==> config.mk <==
export PLATFORM = sky130hd
export DESIGN_NAME = io_port_responder
export DESIGN_NICKNAME = d
export VERILOG_FILES = /design/src/rtl/io_port_responder_pkg.sv /design/src/rtl/io_port_fifo.sv /design/src/rtl/io_port_responder.sv
export SDC_FILE = /design/constraint.sdc
export NUM_CORES = 2
export LEC_CHECK = 0
export CAP_MARGIN = 40
export CORE_AREA = 2 2 486 488
export DETAILED_ROUTE_END_ITERATION = 10
export DIE_AREA = 0 0 488 490
export SETUP_SLACK_MARGIN = 0.15
export SLEW_MARGIN = 10
export SYNTH_ARGS = -nofsm -noshare
export SYNTH_HDL_FRONTEND = slang
export SYNTH_SLANG_ARGS = --single-unit
==> constraint.sdc <==
create_clock -name clock -period 2.8 [get_ports clock]
set_input_delay 0.28 -clock clock [delete_from_list [all_inputs] [get_ports clock]]
set_output_delay 0.28 -clock clock [all_outputs]
set_load 0.01 [all_outputs]
==> src/rtl/io_port_responder_pkg.sv <==
// Shared defaults for the I/O port responder: word width and per-port FIFO geometry.
package io_port_responder_pkg;

  localparam int DEFAULT_WORD_WIDTH      = 36;
  localparam int DEFAULT_IO_PORT_COUNT   = 8;
  localparam int DEFAULT_FIFO_DEPTH      = 4;
  localparam int DEFAULT_FIFO_ADDR_WIDTH = 2;

endpackage

==> src/rtl/io_port_fifo.sv <==
// Show-ahead synchronous FIFO with zero-forced head when empty and a one-cycle
// error pulse on a push while full and/or a pop while empty.
module io_port_fifo
  import io_port_responder_pkg::*;
#(
  parameter int WIDTH      = DEFAULT_WORD_WIDTH,
  parameter int DEPTH      = DEFAULT_FIFO_DEPTH,
  parameter int AW         = DEFAULT_FIFO_ADDR_WIDTH,
  parameter bit CHECK_PUSH = 1'b1,
  parameter bit CHECK_POP  = 1'b1
) (
  input  logic             clk_i,
  input  logic             rst_i,
  input  logic             push_i,
  input  logic [WIDTH-1:0] push_data_i,
  input  logic             pop_i,
  output logic [WIDTH-1:0] head_o,
  output logic             full_o,
  output logic             empty_o,
  output logic             err_o
);

  localparam logic [AW:0] DEPTH_CNT = (AW + 1)'(DEPTH);

  logic [WIDTH-1:0] mem_q [DEPTH];
  logic [AW-1:0]    wr_ptr_q, wr_ptr_d;
  logic [AW-1:0]    rd_ptr_q, rd_ptr_d;
  logic [AW:0]      count_q, count_d;
  logic             full, empty;
  logic             push_ok, pop_ok;

  assign full    = (count_q == DEPTH_CNT);
  assign empty   = (count_q == '0);
  // Acceptance uses only registered state, so a pop never frees a slot for a
  // push in the same cycle and a push never feeds a pop in the same cycle.
  assign push_ok = push_i & ~full;
  assign pop_ok  = pop_i & ~empty;

  always_comb begin
    wr_ptr_d = wr_ptr_q;
    rd_ptr_d = rd_ptr_q;
    count_d  = count_q;
    if (push_ok) wr_ptr_d = wr_ptr_q + 1'b1;
    if (pop_ok)  rd_ptr_d = rd_ptr_q + 1'b1;
    if (push_ok && !pop_ok)      count_d = count_q + 1'b1;
    else if (pop_ok && !push_ok) count_d = count_q - 1'b1;
  end

  always_ff @(posedge clk_i) begin
    if (rst_i) begin
      wr_ptr_q <= '0;
      rd_ptr_q <= '0;
      count_q  <= '0;
    end else begin
      wr_ptr_q <= wr_ptr_d;
      rd_ptr_q <= rd_ptr_d;
      count_q  <= count_d;
    end
  end

  // Storage is never cleared; stale words are hidden by the empty masking below.
  always_ff @(posedge clk_i) begin
    if (push_ok) mem_q[wr_ptr_q] <= push_data_i;
  end

  assign head_o  = empty ? '0 : mem_q[rd_ptr_q];
  assign full_o  = full;
  assign empty_o = empty;
  assign err_o   = (CHECK_PUSH & push_i & full) | (CHECK_POP & pop_i & empty);

endmodule

==> src/rtl/io_port_responder.sv <==
// Far-end responder for one CPU I/O port bank: per port, a host->CPU read FIFO
// and a CPU->host write FIFO, plus sticky underflow/overflow flags.
module io_port_responder
  import io_port_responder_pkg::*;
#(
  parameter int WORD_WIDTH      = DEFAULT_WORD_WIDTH,
  parameter int IO_PORT_COUNT   = DEFAULT_IO_PORT_COUNT,
  parameter int FIFO_DEPTH      = DEFAULT_FIFO_DEPTH,
  parameter int FIFO_ADDR_WIDTH = DEFAULT_FIFO_ADDR_WIDTH
) (
  input  logic                              clock,
  input  logic                              reset,
  input  logic [IO_PORT_COUNT-1:0]            io_rden,
  output logic [IO_PORT_COUNT-1:0]            io_read_EF,
  output logic [IO_PORT_COUNT*WORD_WIDTH-1:0] io_read_data,
  input  logic [IO_PORT_COUNT-1:0]            io_wren,
  input  logic [IO_PORT_COUNT*WORD_WIDTH-1:0] io_write_data,
  output logic [IO_PORT_COUNT-1:0]            io_write_EF,
  input  logic [IO_PORT_COUNT-1:0]            host_push_valid,
  output logic [IO_PORT_COUNT-1:0]            host_push_ready,
  input  logic [IO_PORT_COUNT*WORD_WIDTH-1:0] host_push_data,
  output logic [IO_PORT_COUNT-1:0]            host_pop_valid,
  input  logic [IO_PORT_COUNT-1:0]            host_pop_ready,
  output logic [IO_PORT_COUNT*WORD_WIDTH-1:0] host_pop_data,
  output logic [IO_PORT_COUNT-1:0]            underflow,
  output logic [IO_PORT_COUNT-1:0]            overflow
);

  if (FIFO_DEPTH != (1 << FIFO_ADDR_WIDTH) || FIFO_DEPTH < 2) begin : g_bad_depth
    $error("io_port_responder: FIFO_DEPTH must equal 2**FIFO_ADDR_WIDTH and be >= 2");
  end

  logic [IO_PORT_COUNT-1:0] rd_full, rd_empty, rd_err;
  logic [IO_PORT_COUNT-1:0] wr_full, wr_empty, wr_err;
  logic [IO_PORT_COUNT-1:0] underflow_q, underflow_d;
  logic [IO_PORT_COUNT-1:0] overflow_q, overflow_d;

  // Host streams use valid/ready: a word transfers on a cycle where both are
  // high; ready/valid depend only on registered FIFO state, never on inputs.
  for (genvar i = 0; i < IO_PORT_COUNT; i++) begin : g_port
    io_port_fifo #(
      .WIDTH(WORD_WIDTH), .DEPTH(FIFO_DEPTH), .AW(FIFO_ADDR_WIDTH),
      .CHECK_PUSH(1'b0), .CHECK_POP(1'b1)
    ) u_read_fifo (
      .clk_i      (clock),
      .rst_i      (reset),
      .push_i     (host_push_valid[i]),
      .push_data_i(host_push_data[i*WORD_WIDTH +: WORD_WIDTH]),
      .pop_i      (io_rden[i]),
      .head_o     (io_read_data[i*WORD_WIDTH +: WORD_WIDTH]),
      .full_o     (rd_full[i]),
      .empty_o    (rd_empty[i]),
      .err_o      (rd_err[i])
    );

    io_port_fifo #(
      .WIDTH(WORD_WIDTH), .DEPTH(FIFO_DEPTH), .AW(FIFO_ADDR_WIDTH),
      .CHECK_PUSH(1'b1), .CHECK_POP(1'b0)
    ) u_write_fifo (
      .clk_i      (clock),
      .rst_i      (reset),
      .push_i     (io_wren[i]),
      .push_data_i(io_write_data[i*WORD_WIDTH +: WORD_WIDTH]),
      .pop_i      (host_pop_ready[i]),
      .head_o     (host_pop_data[i*WORD_WIDTH +: WORD_WIDTH]),
      .full_o     (wr_full[i]),
      .empty_o    (wr_empty[i]),
      .err_o      (wr_err[i])
    );
  end

  assign host_push_ready = ~rd_full;
  assign io_read_EF      = ~rd_empty;
  assign io_write_EF     = ~wr_full;
  assign host_pop_valid  = ~wr_empty;

  assign underflow_d = underflow_q | rd_err;
  assign overflow_d  = overflow_q | wr_err;

  always_ff @(posedge clock) begin
    if (reset) begin
      underflow_q <= '0;
      overflow_q  <= '0;
    end else begin
      underflow_q <= underflow_d;
      overflow_q  <= overflow_d;
    end
  end

  assign underflow = underflow_q;
  assign overflow  = overflow_q;

endmodule

Word level (Yosys, flattened, before mapping). Memories as Yosys holds them, arrays and structs flattened. A register that Yosys moved wholly into a read port is not among the register bits. Index checks and enable logic that the tools add are counted.

Mux-type cells: 112. Bitwise operators: 86. Reduce and logical (&&, ||, !) cells: 96. Add/subtract/negate cells: 64. Equal/unequal tests: 16.

Operator list (number): 36-bit 2-to-1 mux (16); 3-bit 2-to-1 mux (32); 2-bit by 1-bit adder with 2-bit output, second input constant (32); 2-bit 2-to-1 mux (32); 3-bit by 1-bit adder with 3-bit output, second input constant (16); 1-bit AND (48); 3-bit == test, second input constant (16); 3-bit logical NOT (16); 3-bit by 1-bit subtractor with 3-bit output, second input constant (16); 1-bit logical AND (32); 1-bit logical NOT (32); 1-bit 2-to-1 mux (32); 1-bit NOT (32); 8-bit NOT (4); 2-bit nonzero test (16); 8-bit OR (2).

Register bits after elaboration: 128. Bits in writable memories: 2304. Output and inout port bits: 624. Word-level logic and storage cells: 440. Memories: 16.

Memory list: g_port[0].u_read_fifo.mem_q (depth 4, bits a word 36, read ports 1, clocked after memory_dff 1, write ports 1, line io_port_fifo.sv:25) `logic [WIDTH-1:0] mem_q [DEPTH];`; g_port[0].u_write_fifo.mem_q (depth 4, bits a word 36, read ports 1, clocked after memory_dff 1, write ports 1, line io_port_fifo.sv:25); g_port[1].u_read_fifo.mem_q (depth 4, bits a word 36, read ports 1, clocked after memory_dff 1, write ports 1, line io_port_fifo.sv:25); g_port[1].u_write_fifo.mem_q (depth 4, bits a word 36, read ports 1, clocked after memory_dff 1, write ports 1, line io_port_fifo.sv:25); g_port[2].u_read_fifo.mem_q (depth 4, bits a word 36, read ports 1, clocked after memory_dff 1, write ports 1, line io_port_fifo.sv:25); g_port[2].u_write_fifo.mem_q (depth 4, bits a word 36, read ports 1, clocked after memory_dff 1, write ports 1, line io_port_fifo.sv:25); +10 memories.

Depth between registers and ports, before layout.
Depth after elaboration: 7. Depth in mapped cells: 8. Gate-level depth less buffers: 8.

Modules after synthesis. Synthesis repeated with hierarchy kept, for this count alone.

Cells, all modules: 4513. Area total of the unflattened synthesis: 95905.7 um^2.

By module, submodules not included: io_port_fifo at g_port[0].u_write_fifo ... (sequential area each 4504.3 um^2, area an instance 5994.5 um^2, cells an instance 278, instances 8); io_port_fifo at g_port[0].u_read_fifo ... (sequential area each 4504.3 um^2, area an instance 5909.4 um^2, cells an instance 278, instances 8); io_port_responder (sequential area each 320.3 um^2, area an instance 674.4 um^2, cells an instance 65, instances 1).

Least setup slack after synthesis. Ideal clock, no wire load.

Kind: register -> register. Start point: register g_port[0].u_write_fifo.count_q[0]. End point: memory g_port[0].u_write_fifo.mem_q[0][0] in the netlist's numbering (enable). Buffers on the path: 0. Path slack: 693 ps. Cell stages (with the launch flop): 4. Data arrival time: 1711 ps. Cells stage by stage: dfxtp_1 nor3b_1 nor2_1 and2_1.

Cells in the longest elaborated chain, start to end: 5.

Ends and longest elaborated chain: start, declared (line io_port_fifo.sv:28) `logic [AW:0] count_q, count_d;`; start signal, assigned (line io_port_fifo.sv:57) `count_q <= count_d;`; 3-bit == test (line io_port_fifo.sv:32) `assign full = (count_q == DEPTH_CNT);`; 1-bit NOT (line io_port_fifo.sv:36) `assign push_ok = push_i & ~full;`; 1-bit AND (line io_port_fifo.sv:36); via g_port[0].u_write_fifo.push_ok (line io_port_fifo.sv:30) `logic push_ok, pop_ok;`; 1-bit 2-to-1 mux (line io_port_fifo.sv:63) `if (push_ok) mem_q[wr_ptr_q] <= push_data_i;`; 1-bit 2-to-1 mux (not written as such) (line io_port_fifo.sv:63); end, declared (line io_port_fifo.sv:25).

The timed path passes the listed nets, and every way through them passes these cells.

==> flow_metrics.tcl <==
set metrics [dict create \
    status "finished, violations left" \
    violations "negative setup slack" \
    cts_tree "done" \
    power_density_nw_per_um2 992 \
    synthArstFlopShare_pct 0 \
    totalPowerFinal_mw 134 \
    clk_pin_slew_worst_paths_ns 0.06 \
    worstPathArrival_ns 2.55 \
    slew_viol_final 0 \
    drt_wl_total_um 273000 \
    yosys_warnings 0 \
    cp_top_family "buffers and inverters" \
    cts-buffers-inserted 283 \
    drcViolationCount 0 \
    synth_seq_area_share_pct 75.9 \
    cp_max_fo 8 \
    synthCells 4507 \
    synth_fp_nets 5213 \
    die_w_um 488 \
    finalCriticalPeriod_ns 2.83 \
    cp-end-kind "primary output" \
    ir_worst_vdd_mv 0.783 \
    vias 52900 \
    routedWlPerCell_um 26.2 \
    rows 178 \
    clock.fmax_ghz 0.354 \
    drtPass1Iterations 6 \
    synth_most_common_cell "edfxtp_1" \
    place_hpwl_um 171000 \
    place_congestion 0.786 \
    max_cap_violations 0 \
    port_buffers 1233 \
    die_h_um 490 \
    drive_gt1_share_pct 34.8 \
    finClkSkew_ns 0.0963 \
    instances_no_fill 10400 \
    dpl.cell_count 8854 \
    p_leak_nw 47.5 \
    syn_to_final_growth_pct 41.3 \
    synth_area_per_cell_um2 21.2 \
    yosys-top-cells-count "edfxtp_1, mux4_2, nor2b_1, dfxtp_1, nor2_1" \
    synth_ff_type "edfxtp_1" \
    path_class "reg2out" \
    slew_headroom_pct 66.7 \
    ys_types 30 \
    antenna_found_initial 111 \
    drtIter0Drc 3709 \
    cp_slowest_stage_delay_ns 0.47 \
    synth.top_cells.by_area "edfxtp_1, mux4_2, dfxtp_1, nor2b_1, ha_1" \
    period_share_pct 101 \
    antenna_left 0 \
    grt_pass1_vias 54100 \
    grt_max_degree 75 \
    nets 7696 \
    dieArea_um2 239000 \
    insertion_delay_ns 0.93 \
    setup_ws_ns -0.0286 \
    cts_root_buf "clkbuf_16" \
    final-setup-viol-count 9 \
    grt_pass1_wl_um 377000 \
    core_area_um2 234000 \
    dp_slack_ns 0.246 \
    fin_setup_tns_ns -0.107 \
    hold_class "in2reg" \
    start_util_pct 40.8 \
    synth_seq_cells 2464 \
    vias_per_cell 5.09 \
    crit_chain "buf_12, buf_16, buf_4, mux4_2, nor2b_1, clkbuf_2" \
    worstPathRequired_ns 2.52 \
    synth_edf_count 2304 \
    grt_util_all_layers_pct 21.7 \
    yosysTopAreaCell "edfxtp_1" \
    synth_area_um2 95400 \
    cp-start-kind "flop" \
    crit_slowest_cell "dfxtp_4" \
    hold_viol 0 \
    gr-total-overflow 0 \
    grt_setup_unrepaired "yes" \
    clockBufferDepth 4 \
    worst_slew_pin_slew_ns 0.499 \
    htreeDepth 5 \
    yosysTopAreaCellShare_pct 72.5 \
    worst-path-buf-inv 4 \
    pin_count 1234 \
    cts_sinks 2464 \
]
==> through the flow <==
step	cell area [um^2]	hold WS [ns]	util (%)
finish	135000	0.0840	57.6
global route	135000	0.0206	57.6
CTS	130000	0.00158	55.5
detailed placement	113000	0.467	48.3
global placement	113000	0.455	48.3
floorplan	95400	0.379	-
==> final timing paths <==
| check | startpoint | end | slack [ns] | cells after the start |
|---|---|---|---|---|
| setup reg to reg | g_port[5].u_read_fifo.count_q[0] | g_port[5].u_read_fifo.count_q[2] | 0.46 | 8 |
| setup / recovery | flop | io_read_data[140] | -0.03 | 6 |
| hold / removal | host_push_data[282] | g_port[7].u_read_fifo.mem_q[0][30] | 0.08 | 1 |
| hold reg to reg | g_port[6].u_write_fifo.rd_ptr_q[1] | flop | 0.48 | 2 |
==> registers in the layout, summed over array words and instances (netlist names), named ones only <==
register	flops
g_port.u_write_fifo.wr_ptr_q	16
g_port.u_read_fifo.rd_ptr_q	16
g_port.u_read_fifo.wr_ptr_q	16
g_port.u_write_fifo.count_q	24
g_port.u_read_fifo.mem_q	1152
g_port.u_read_fifo.count_q	24
g_port.u_write_fifo.rd_ptr_q	16
overflow	8
underflow	8
g_port.u_write_fifo.mem_q	1152
==> repair_timing <==
action                                  in CTS  in global routing
pin swaps                                    3                 12
gates cloned                                46                 26
endpoints found under the setup margin     601                588
endpoints found under the hold margin     2248                  0
setup buffers                              137                236
gates resized for setup                   1638               1799
hold buffers                               556                  0
==> layer usage <==
metal  vias to the layer above  wire [um]  global-route usage (%)  part of all wire (%)
met5                         -        454                       0                  0.17
met4                        72       8950                    7.22                   3.3
met3                       489      26700                    8.10                   9.8
met2                      1905     133000                    35.4                    49
met1                     27400     104000                    26.6                    38
li1                      23000          -                       -                     -
==> worst reg2reg max path: stages, from the launching register on <==
cell and delay, ns:
dfxtp_1 0.49, nor2_1 0.12, a21boi_2 0.31, ha_1 0.25
inv_1 0.06, fa_1 0.37, xor2_1 0.17, or3_1 0.30
a21oi_1 0.15
==> cell usage in the layout (no fill, tap or decap), types with 112 or more instances in the layout <==
cell type and count:
dfxtp_1 114, buf_6 402, buf_4 243, clkdlybuf4s50_1 649, mux4_2 572, nor2b_1 264, dlygate4sd3_1 556, nor2_1 112
clkbuf_2 172, edfxtp_1 2304, clkbuf_16 317, buf_12 179, nor2b_4 235
==> power by group <==
part	switching [mW]	internal, mW
clock network	14.2	21.8
logic	23.6	27.7
registers	1.82	44.7
==> logic make-up after synthesis <==
| family | Yosys count | synth area share [%] |
|---|---|---|
| AOI/OAI and AO/OA | 120 | 0.724 |
| xor gates and xnor gates | 48 | 0.441 |
| adders and majority gates | 96 | 1.38 |
| buffers and inverters | 291 | 1.92 |
| DFF | 2464 | 75.9 |
| muxes | 616 | 14.1 |
| and+or+nand+nor | 872 | 5.53 |
==> layout make-up <==
type / instances / area (um^2)
Antenna cell: 61 / 153
Clock buffer: 361 / 7720
Clock inverter: 120 / 1290
Fill cell: 17600 / 99200
Inverter: 80 / 300
Multi-Input combinational cell: 1752 / 23100
Sequential cell: 2464 / 72500
Tap cell: 3150 / 3940
Timing Repair Buffer: 2409 / 25900
Power figures use the tool's default switching activity.
